### src/rtl/memwr_capture.sv
// Write-side observer for the accumulator CPU memory bus. Each store edge on MemRW
// records an {address, data} pair in a FWFT FIFO drained through a valid/ready port.
module memwr_capture #(
    parameter int DEPTH = 8,
    parameter int AW    = 8,
    parameter int DW    = 16
) (
    input  logic                   clk,
    input  logic                   rst,
    input  logic                   clear,
    input  logic                   MemRW,
    input  logic [AW-1:0]          MemAddr,
    input  logic [DW-1:0]          MemD,
    output logic                   out_valid,
    input  logic                   out_ready,
    output logic [AW-1:0]          out_addr,
    output logic [DW-1:0]          out_data,
    output logic [$clog2(DEPTH):0] count,
    output logic                   full,
    output logic                   overflow,
    output logic [7:0]             drop_cnt
);

    localparam int PW = $clog2(DEPTH);
    localparam int CW = PW + 1;
    localparam logic [CW-1:0] DEPTH_C = CW'(DEPTH);

    localparam logic [0:0] ARMED = 1'b0;
    localparam logic [0:0] BUSY  = 1'b1;

    logic [0:0]        state_r;
    logic [0:0]        state_next_s;
    logic [PW-1:0]     wptr_r;
    logic [PW-1:0]     rptr_r;
    logic [CW-1:0]     count_r;
    logic [CW-1:0]     count_next_s;
    logic              full_r;
    logic              overflow_r;
    logic [7:0]        drop_r;
    logic [AW+DW-1:0]  mem_r [DEPTH];
    logic [AW+DW-1:0]  head_s;

    logic              push_s;
    logic              pop_s;
    logic              is_full_s;
    logic              wr_en_s;
    logic              drop_s;

    // Store edge detection: any high MemRW lands in BUSY, any low MemRW re-arms.
    always_comb begin
        state_next_s = BUSY;
        case (state_r)
            ARMED:   state_next_s = MemRW ? BUSY : ARMED;
            BUSY:    state_next_s = MemRW ? BUSY : ARMED;
            default: state_next_s = BUSY;
        endcase
    end

    // Push/pop qualification; a pop on a full FIFO frees the slot the push needs.
    always_comb begin
        push_s       = (state_r == ARMED) && MemRW;
        pop_s        = (count_r != {CW{1'b0}}) && out_ready;
        is_full_s    = (count_r == DEPTH_C);
        wr_en_s      = push_s && (!is_full_s || pop_s);
        drop_s       = push_s && is_full_s && !pop_s;
        count_next_s = count_r;
        if (wr_en_s && !pop_s) begin
            count_next_s = count_r + CW'(1);
        end else if (!wr_en_s && pop_s) begin
            count_next_s = count_r - CW'(1);
        end else begin
            count_next_s = count_r;
        end
    end

    // Control state: FSM, pointers, occupancy and overflow bookkeeping.
    always_ff @(posedge clk) begin
        if (rst) begin
            state_r    <= BUSY;
            wptr_r     <= {PW{1'b0}};
            rptr_r     <= {PW{1'b0}};
            count_r    <= {CW{1'b0}};
            full_r     <= 1'b0;
            overflow_r <= 1'b0;
            drop_r     <= 8'd0;
        end else begin
            state_r <= state_next_s;
            if (clear) begin
                wptr_r     <= {PW{1'b0}};
                rptr_r     <= {PW{1'b0}};
                count_r    <= {CW{1'b0}};
                full_r     <= 1'b0;
                overflow_r <= 1'b0;
                drop_r     <= 8'd0;
            end else begin
                if (wr_en_s) begin
                    wptr_r <= wptr_r + PW'(1);
                end
                if (pop_s) begin
                    rptr_r <= rptr_r + PW'(1);
                end
                count_r <= count_next_s;
                full_r  <= (count_next_s == DEPTH_C);
                if (drop_s) begin
                    overflow_r <= 1'b1;
                    if (drop_r != 8'hFF) begin
                        drop_r <= drop_r + 8'd1;
                    end
                end
            end
        end
    end

    // Entry storage; when full with a pop, the write reuses the slot being read out.
    always_ff @(posedge clk) begin
        if (wr_en_s && !rst && !clear) begin
            mem_r[wptr_r] <= {MemAddr, MemD};
        end
    end

    assign head_s    = mem_r[rptr_r];
    assign out_valid = (count_r != {CW{1'b0}});
    assign out_addr  = out_valid ? head_s[AW+DW-1:DW] : {AW{1'b0}};
    assign out_data  = out_valid ? head_s[DW-1:0]     : {DW{1'b0}};
    assign count     = count_r;
    assign full      = full_r;
    assign overflow  = overflow_r;
    assign drop_cnt  = drop_r;

endmodule
### config.mk
export PLATFORM = sky130hd
export DESIGN_NAME = memwr_capture
export DESIGN_NICKNAME = d
export VERILOG_FILES = /design/src/rtl/memwr_capture.sv
export SDC_FILE = /design/constraint.sdc
export NUM_CORES = 1
export LEC_CHECK = 0
export ABC_AREA = 1
export BUFFER_PORTS_ARGS = -buffer_cell sky130_fd_sc_hd__buf_2
export CAP_MARGIN = 30
export CORE_ASPECT_RATIO = 0.9
export CORE_MARGIN = 8
export CORE_UTILIZATION = 35
export DETAILED_ROUTE_END_ITERATION = 8
export PLACE_DENSITY_LB_ADDON = 0.12
export SETUP_SLACK_MARGIN = 0.4
export SLEW_MARGIN = 20
export SYNTH_ARGS = -nofsm -noshare
export SYNTH_HDL_FRONTEND = slang
export SYNTH_SLANG_ARGS = --single-unit
### constraint.sdc
create_clock -name clk -period 3.5 [get_ports clk]
set_input_delay 0.875 -clock clk [delete_from_list [all_inputs] [get_ports clk]]
set_output_delay 0.875 -clock clk [all_outputs]
set_load 0.02 [all_outputs]
==> results of run 1 <==
## power breakdown
group / leakage (nW) / switching, mW / internal, mW
logic: 1.42 / 0.178 / 0.0833
registers: 1.92 / 0.00623 / 2.81
clock network: 0.358 / 0.929 / 1.39
## per-layer routing
layer | track usage | wire length [µm]
met1 | 0.171 | 9690
met2 | 0.240 | 10500
met3 | 0.0241 | 736
met4 | 0.0269 | 338
met5 | 0 | 0
## cells in the final DEF, fill, tap and decap left out, drive strengths merged, types with 5 or more instances in the layout
master / n
ha: 5
inv: 19
edfxtp: 192
nand2: 42
o32ai: 24
nor2: 222
a21oi: 13
dfxtp: 24
buf: 95
clkinv: 8
clkbuf: 36
o21ai: 128
nand3: 14
## cell families after synthesis
kind of cell,Yosys count
AO/OA/AOI/OAI,167
XOR/XNOR,6
adder cells (fa/ha/maj),5
AND/OR/NAND/NOR,285
flip-flops,216
buffers and inverters,61
## per-stage QoR
stage / instance area, µm² / setup slack, ps / util
floorplan: 8770 / 539 / -
global placement: 9590 / 748 / 0.385
detailed placement: 9590 / 711 / 0.385
CTS: 10300 / 359 / 0.415
global route: 10400 / 418 / 0.419
finish: 10400 / 581 / 0.419
## sequential cells by signal, summed over array words and instances, names as in the netlist, named ones only
| signal | count |
|---|---|
| mem_r | 192 |
| drop_cnt | 8 |
| count | 4 |
| rptr_r | 3 |
| wptr_r | 3 |
| full | 1 |
| overflow | 1 |
| state_r | 1 |
## what timing repair did
action,CTS,global route
gates cloned,0,2
resized for setup,4,10
endpoints found under the setup margin,24,10
## critical path, stage by stage, from the launching register on
cell     delay (ps)
dfxtp_1         380
inv_1           100
ha_1            290
nand2_8         230
o21ai_0         120
nor2_1          200
buf_2           210
## layout make-up
class / instances / area (µm²)
clock buffer: 34 / 669
clock inverter: 7 / 57.6
fill: 2360 / 14500
inverter: 21 / 93.8
multi-input combinational: 463 / 2260
sequential: 216 / 6250
tap: 342 / 428
timing repair buffer: 97 / 669
## synthesized netlist by cell type, types with 2 or more instances
library cell	instances	share of area
nor2_1	219	0.094
edfxtp_1	192	0.66
o21ai_0	116	0.066
nand2_1	37	0.016
dfxtp_1	24	0.055
o32ai_1	24	0.024
clkbuf_1	18	0.0077
a21oi_1	13	0.0074
inv_1	13	0.0056
buf_2	12	0.0068
nand3_1	12	0.0068
o21ai_1	11	0.0063
buf_4	7	0.0060
ha_1	5	0.0071
inv_2	5	0.0021
xor2_1	4	0.0040
buf_6	3	0.0039
nand2_2	3	0.0021
nand2_4	2	0.0026
nand3_4	2	0.0040
nand4_1	2	0.0014
nor2_2	2	0.0014
nor3_1	2	0.0011
o21a_1	2	0.0017
xnor2_1	2	0.0020
## final timing paths
| path | to | slack (ps) | cells past startpoint |
|---|---|---|---|
| max | out_addr[1] | 580 | 6 |
| max reg2reg | mem_r[4][14]$_DFFE_PP_ | 1230 | 9 |
| min | overflow$_SDFFE_PP0P_ | 460 | 1 |
| min reg2reg | overflow$_SDFFE_PP0P_ | 460 | 1 |
==> impl_metrics.toml, run 1 <==
[outcome]
status = "complete, no violations"

[yosys]
synth_edf_count = 192
synthMuxAreaShare = 0
ys_seq_area_frac = 0.712
avgSynthCellArea_um2 = 11.9
postSynthCellCount = 740
ys_ff_latch = 216
synth_xor_area_frac = 0.00599
synth_top_family_by_area = "simple AND/OR/NAND/NOR gates"
synthAdderAreaFrac = 0.00713
async_flop_share = 0
synth_simple_gate_area_share = 0.134
yosys_warnings = 0
synth_ff_type = "edfxtp_1"
netlist_area_um2 = 8770
synth-compound-area-share = 0.107
syn-num-nets = 774
synth_cell_type_count = 33

[clocking]
clkSlewWorstSetupHoldPaths_ps = 60
cts_max_path_buffers = 3
cts_buffers = 24
ctsHoldBuffers = 0
cts_sinks = 216
htree_num_levels = 1
clk_latency_ps = 500
post-cts-setup-buffer-count = 0
cts_tree = "done"
cts_root_buf = "clkbuf_16"

[floorplanning]
fp.coreArea_um2 = 24900
initial_core_util = 0.352
die_w_um = 183
rows = 55
io_pins = 68
die_area_um2 = 30400
die_h_um = 166

[timing]
rsz0062_at_grt = "no"
whs_ps = 462
tns_ps = 0
period_needed_ps = 2920
fmax_mhz = 343
slew_violations = 0
min_period_over_period = 0.834
skew_ps = 9.78
max_slew_margin = 0.641
tightest_slew_ps = 537
finalSetupViolCount = 0
final_hold_viol_count = 0

[grt]
first_global_vias = 5851
grt_use_total = 0.136
grt_max_degree = 97
grt_antenna_before_repair = 0
grt_overflow = 0
grt_pass1_wl_um = 32500

[power]
finalPower_mw = 5.40
peakVddDrop_mv = 0.280
power-per-cell-area_nw_per_um2 = 518
leakagePower_nw = 3.70

[detailed_routing]
vias = 5756
vias_per_cell = 4.88
ant_nets = 0
drt_wl_total_um = 21300
drtIter0Drc = 285
drtPass1Iterations = 4
wl_per_cell_um = 18.0
drc = 0

[layout]
antenna_cells = 0
area_delta_synth_final_pct = 18.9
nets = 857
layout-drive-gt1-share = 0.190
instances_no_fill = 1180

[critical_path]
critical_path.max_fanout = 26
worstSetupStartpoint = "count[0]$_SDFF_PP0_"
arrival_ps = 2040
r2r_start = "count[0]$_SDFF_PP0_"
startpoint_type = "flip-flop"
crit_path_end_kind = "output port"
critPathRequiredTime_ps = 2620
worstSetupPathType = "reg2out"

[worst_hold_path]
hp-class = "reg2reg"
hold_start = "overflow$_SDFFE_PP0P_"

[place]
gp_congestion = 0.783
hpwl_um = 12300
port_buffers = 67
dp_cells = 1137

[flow_run]
maxCapViolations = 0
Power figures use the tool's default switching activity.
==> inputs of run 2 (changes only) <==
- ABC_AREA: 1 -> 0
- clock period: 3.5 -> 2.75 ns (I/O delays scaled with it)
==> run 2 against run 1 <==
Effect of this change: the flow now finishes with violations (negative setup slack); highest routed layer is now met5; hold slack worse by 70 ps; area after synthesis is 3.1% lower; die area fell by 2.9%; first-iteration DRC count is 28% lower; core utilization grew 2.5 points; wire length down 13%; non-clock buffer count rose by 20; via count down 23%; critical path type unchanged; sequential power increased by 27%; total power is 24% higher; largest cell class unchanged; sequential cell count did not move.
==> impl_metrics.toml, run 2 <==
[layout]
fin_area_um2 = 10700
antenna_cells = 0
layout-drive-gt1-share = 0.389
fill_cells = 2149
final_cell_mix = "edfxtp_1 (192), buf_2 (56), mux4_2 (48), nor2_1 (43), buf_4 (38)"
largest_reg_flops = 192
instances_no_fill = 897
largest-register = "mem_r"
nets = 605
area_delta_synth_final_pct = 25.6
final_common_cell = "edfxtp_1"

[power]
finalPower_mw = 6.69
peakVddDrop_mv = 0.316
power-per-cell-area_nw_per_um2 = 627
leakagePower_nw = 3.53

[place]
hpwl_um = 11100
placed_area_um2 = 9540
dp_cells = 831
port_buffers = 67
gp_congestion = 0.724

[yosys]
netlist_area_um2 = 8500
avgSynthCellArea_um2 = 19.0
synthMuxAreaShare = 0.159
ys_top_cells_by_count = "edfxtp_1 (192), mux4_2 (48), nor2_1 (46), mux2i_1 (27), dfxtp_1 (24)"
yosys_warnings = 0
synth_cell_type_count = 46
synthAdderAreaFrac = 0.00736
async_flop_share = 0
synth_top_family_by_area = "multiplexers"
synth_edf_count = 192
synth_simple_gate_area_share = 0.0564
postSynthCellCount = 448
synth_area_leaders = "edfxtp_1 (68%), mux4_2 (13%), dfxtp_1 (5.7%), mux2i_1 (3.2%), nor2_1 (2.0%)"
ys_ff_latch = 216
synth_xor_area_frac = 0.0124
synth-compound-area-share = 0.0162
ys_seq_area_frac = 0.735
synth_top_area_cell = "edfxtp_1"
synth_most_common_cell = "edfxtp_1"
synth_ff_type = "edfxtp_1"
netlist.area_leader.share = 0.679
syn-num-nets = 482

[detailed_routing]
vias = 4448
drtIter0Drc = 204
drc = 0
vias_per_cell = 4.96
ant_nets = 0
drt_wl_total_um = 18500
wl_per_cell_um = 20.6
drtPass1Iterations = 4

[critical_path]
worstSetupPathType = "reg2out"
r2r_start = "count[0]$_SDFF_PP0_"
arrival_ps = 2100
startpoint_type = "flip-flop"
crit_path_end_kind = "output port"
critical_path.max_fanout = 6
critPathRequiredTime_ps = 2060

[floorplanning]
io_pins = 68
die_area_um2 = 29500
die_h_um = 164
die_w_um = 180
initial_core_util = 0.353
rows = 54
fp.coreArea_um2 = 24100

[grt]
first_global_vias = 4910
grt_max_degree = 31
grt_use_total = 0.126
grt_overflow = 0
grt_pass1_wl_um = 28600
grt_antenna_before_repair = 1

[timing]
fmax_mhz = 359
min_period_over_period = 1.01
skew_ps = 9.15
worst_slack_ps = -37.3
rsz0062_at_grt = "yes"
final_hold_viol_count = 0
finalSetupViolCount = 7
tightest_slew_ps = 521
tns_ps = -114
period_needed_ps = 2790
max_slew_margin = 0.653
slew_violations = 0

[outcome]
status = "finished with violations"
violations = "negative setup slack"

[clocking]
cts_root_buf = "clkbuf_16"
cts_tree = "done"
htree_num_levels = 1
clkSlewWorstSetupHoldPaths_ps = 60
cts_buffers = 24
clk_latency_ps = 510
ctsHoldBuffers = 0
cts_sinks = 216
cts_max_path_buffers = 3

[worst_hold_path]
hold_start = "rst"
hp-class = "in2reg"

[flow_run]
maxCapViolations = 0
-- run 2: cell families after synthesis --
kind of cell / Yosys count
DFF: 216
muxes: 75
adders and majority gates: 5
and+or+nand+nor: 97
buffers and inverters: 25
xor gates and xnor gates: 12
AOI/OAI and AO/OA: 18
-- run 2: metrics by stage --
stage / worst slack, ps / hold slack [ps] / util
6_report: -37.3 / 391 / 0.443
5_1_grt: -121 / 387 / 0.443
4_1_cts: -65.3 / 370 / 0.438
3_5_place_dp: 327 / 465 / 0.397
3_3_place_gp: 327 / 458 / 0.397
2_1_floorplan: 201 / 454 / -
-- run 2: power breakdown --
part / leakage [nW] / switching [mW] / internal (mW)
Combinational: 1.26 / 0.134 / 0.0983
Sequential: 1.92 / 0.00540 / 3.57
Clock: 0.349 / 1.20 / 1.68
Total: 3.53 / 1.34 / 5.35
-- run 2: worst paths after layout --
check | endpoint | slack, ps | cells past startpoint
setup reg to reg | mem_r[5][1]$_DFFE_PP_ | 600 | 9
hold / removal | state_r$_SDFF_PP1_ | 390 | 2
hold reg to reg | overflow$_SDFFE_PP0P_ | 470 | 2
setup / recovery | out_data[9] | -40 | 7
-- run 2: area by class of cell --
| cell class | instances | area [µm²] | share of cell area |
|---|---|---|---|
| clock buffer | 33 | 666 | 0.0624 |
| clock inverter | 11 | 50.0 | 0.00469 |
| inverter | 5 | 36.3 | 0.00340 |
| multi-input combinational | 207 | 2260 | 0.212 |
| sequential | 216 | 6260 | 0.587 |
| tap | 308 | 385 | 0.0361 |
| timing repair buffer | 117 | 1010 | 0.0948 |
-- run 2: worst max-delay path, stage by stage (launching register included) --
cell	delay, ps
dfxtp_4	370
buf_8	120
buf_12	110
buf_12	120
mux4_2	530
mux2i_1	140
nor2_1	50
buf_4	150
-- run 2: repair_timing --
item                                    in CTS  in global routing
pin swaps                                    3                  6
cloned                                       2                  2
endpoints found under the setup margin      25                 25
buffers inserted                            14                  4
resized for setup                           28                 13
-- run 2: per-layer routing --
| metal | vias up | routed length [µm] | share of wire | track usage |
|---|---|---|---|---|
| li1 | 2042 | - | - | - |
| met3 | 37 | 730 | 0.040 | 0.0252 |
| met4 | 2 | 439 | 0.024 | 0.0398 |
| met2 | 76 | 8950 | 0.48 | 0.214 |
| met1 | 2291 | 8330 | 0.45 | 0.160 |
| met5 | - | 10 | 0.00054 | 0 |
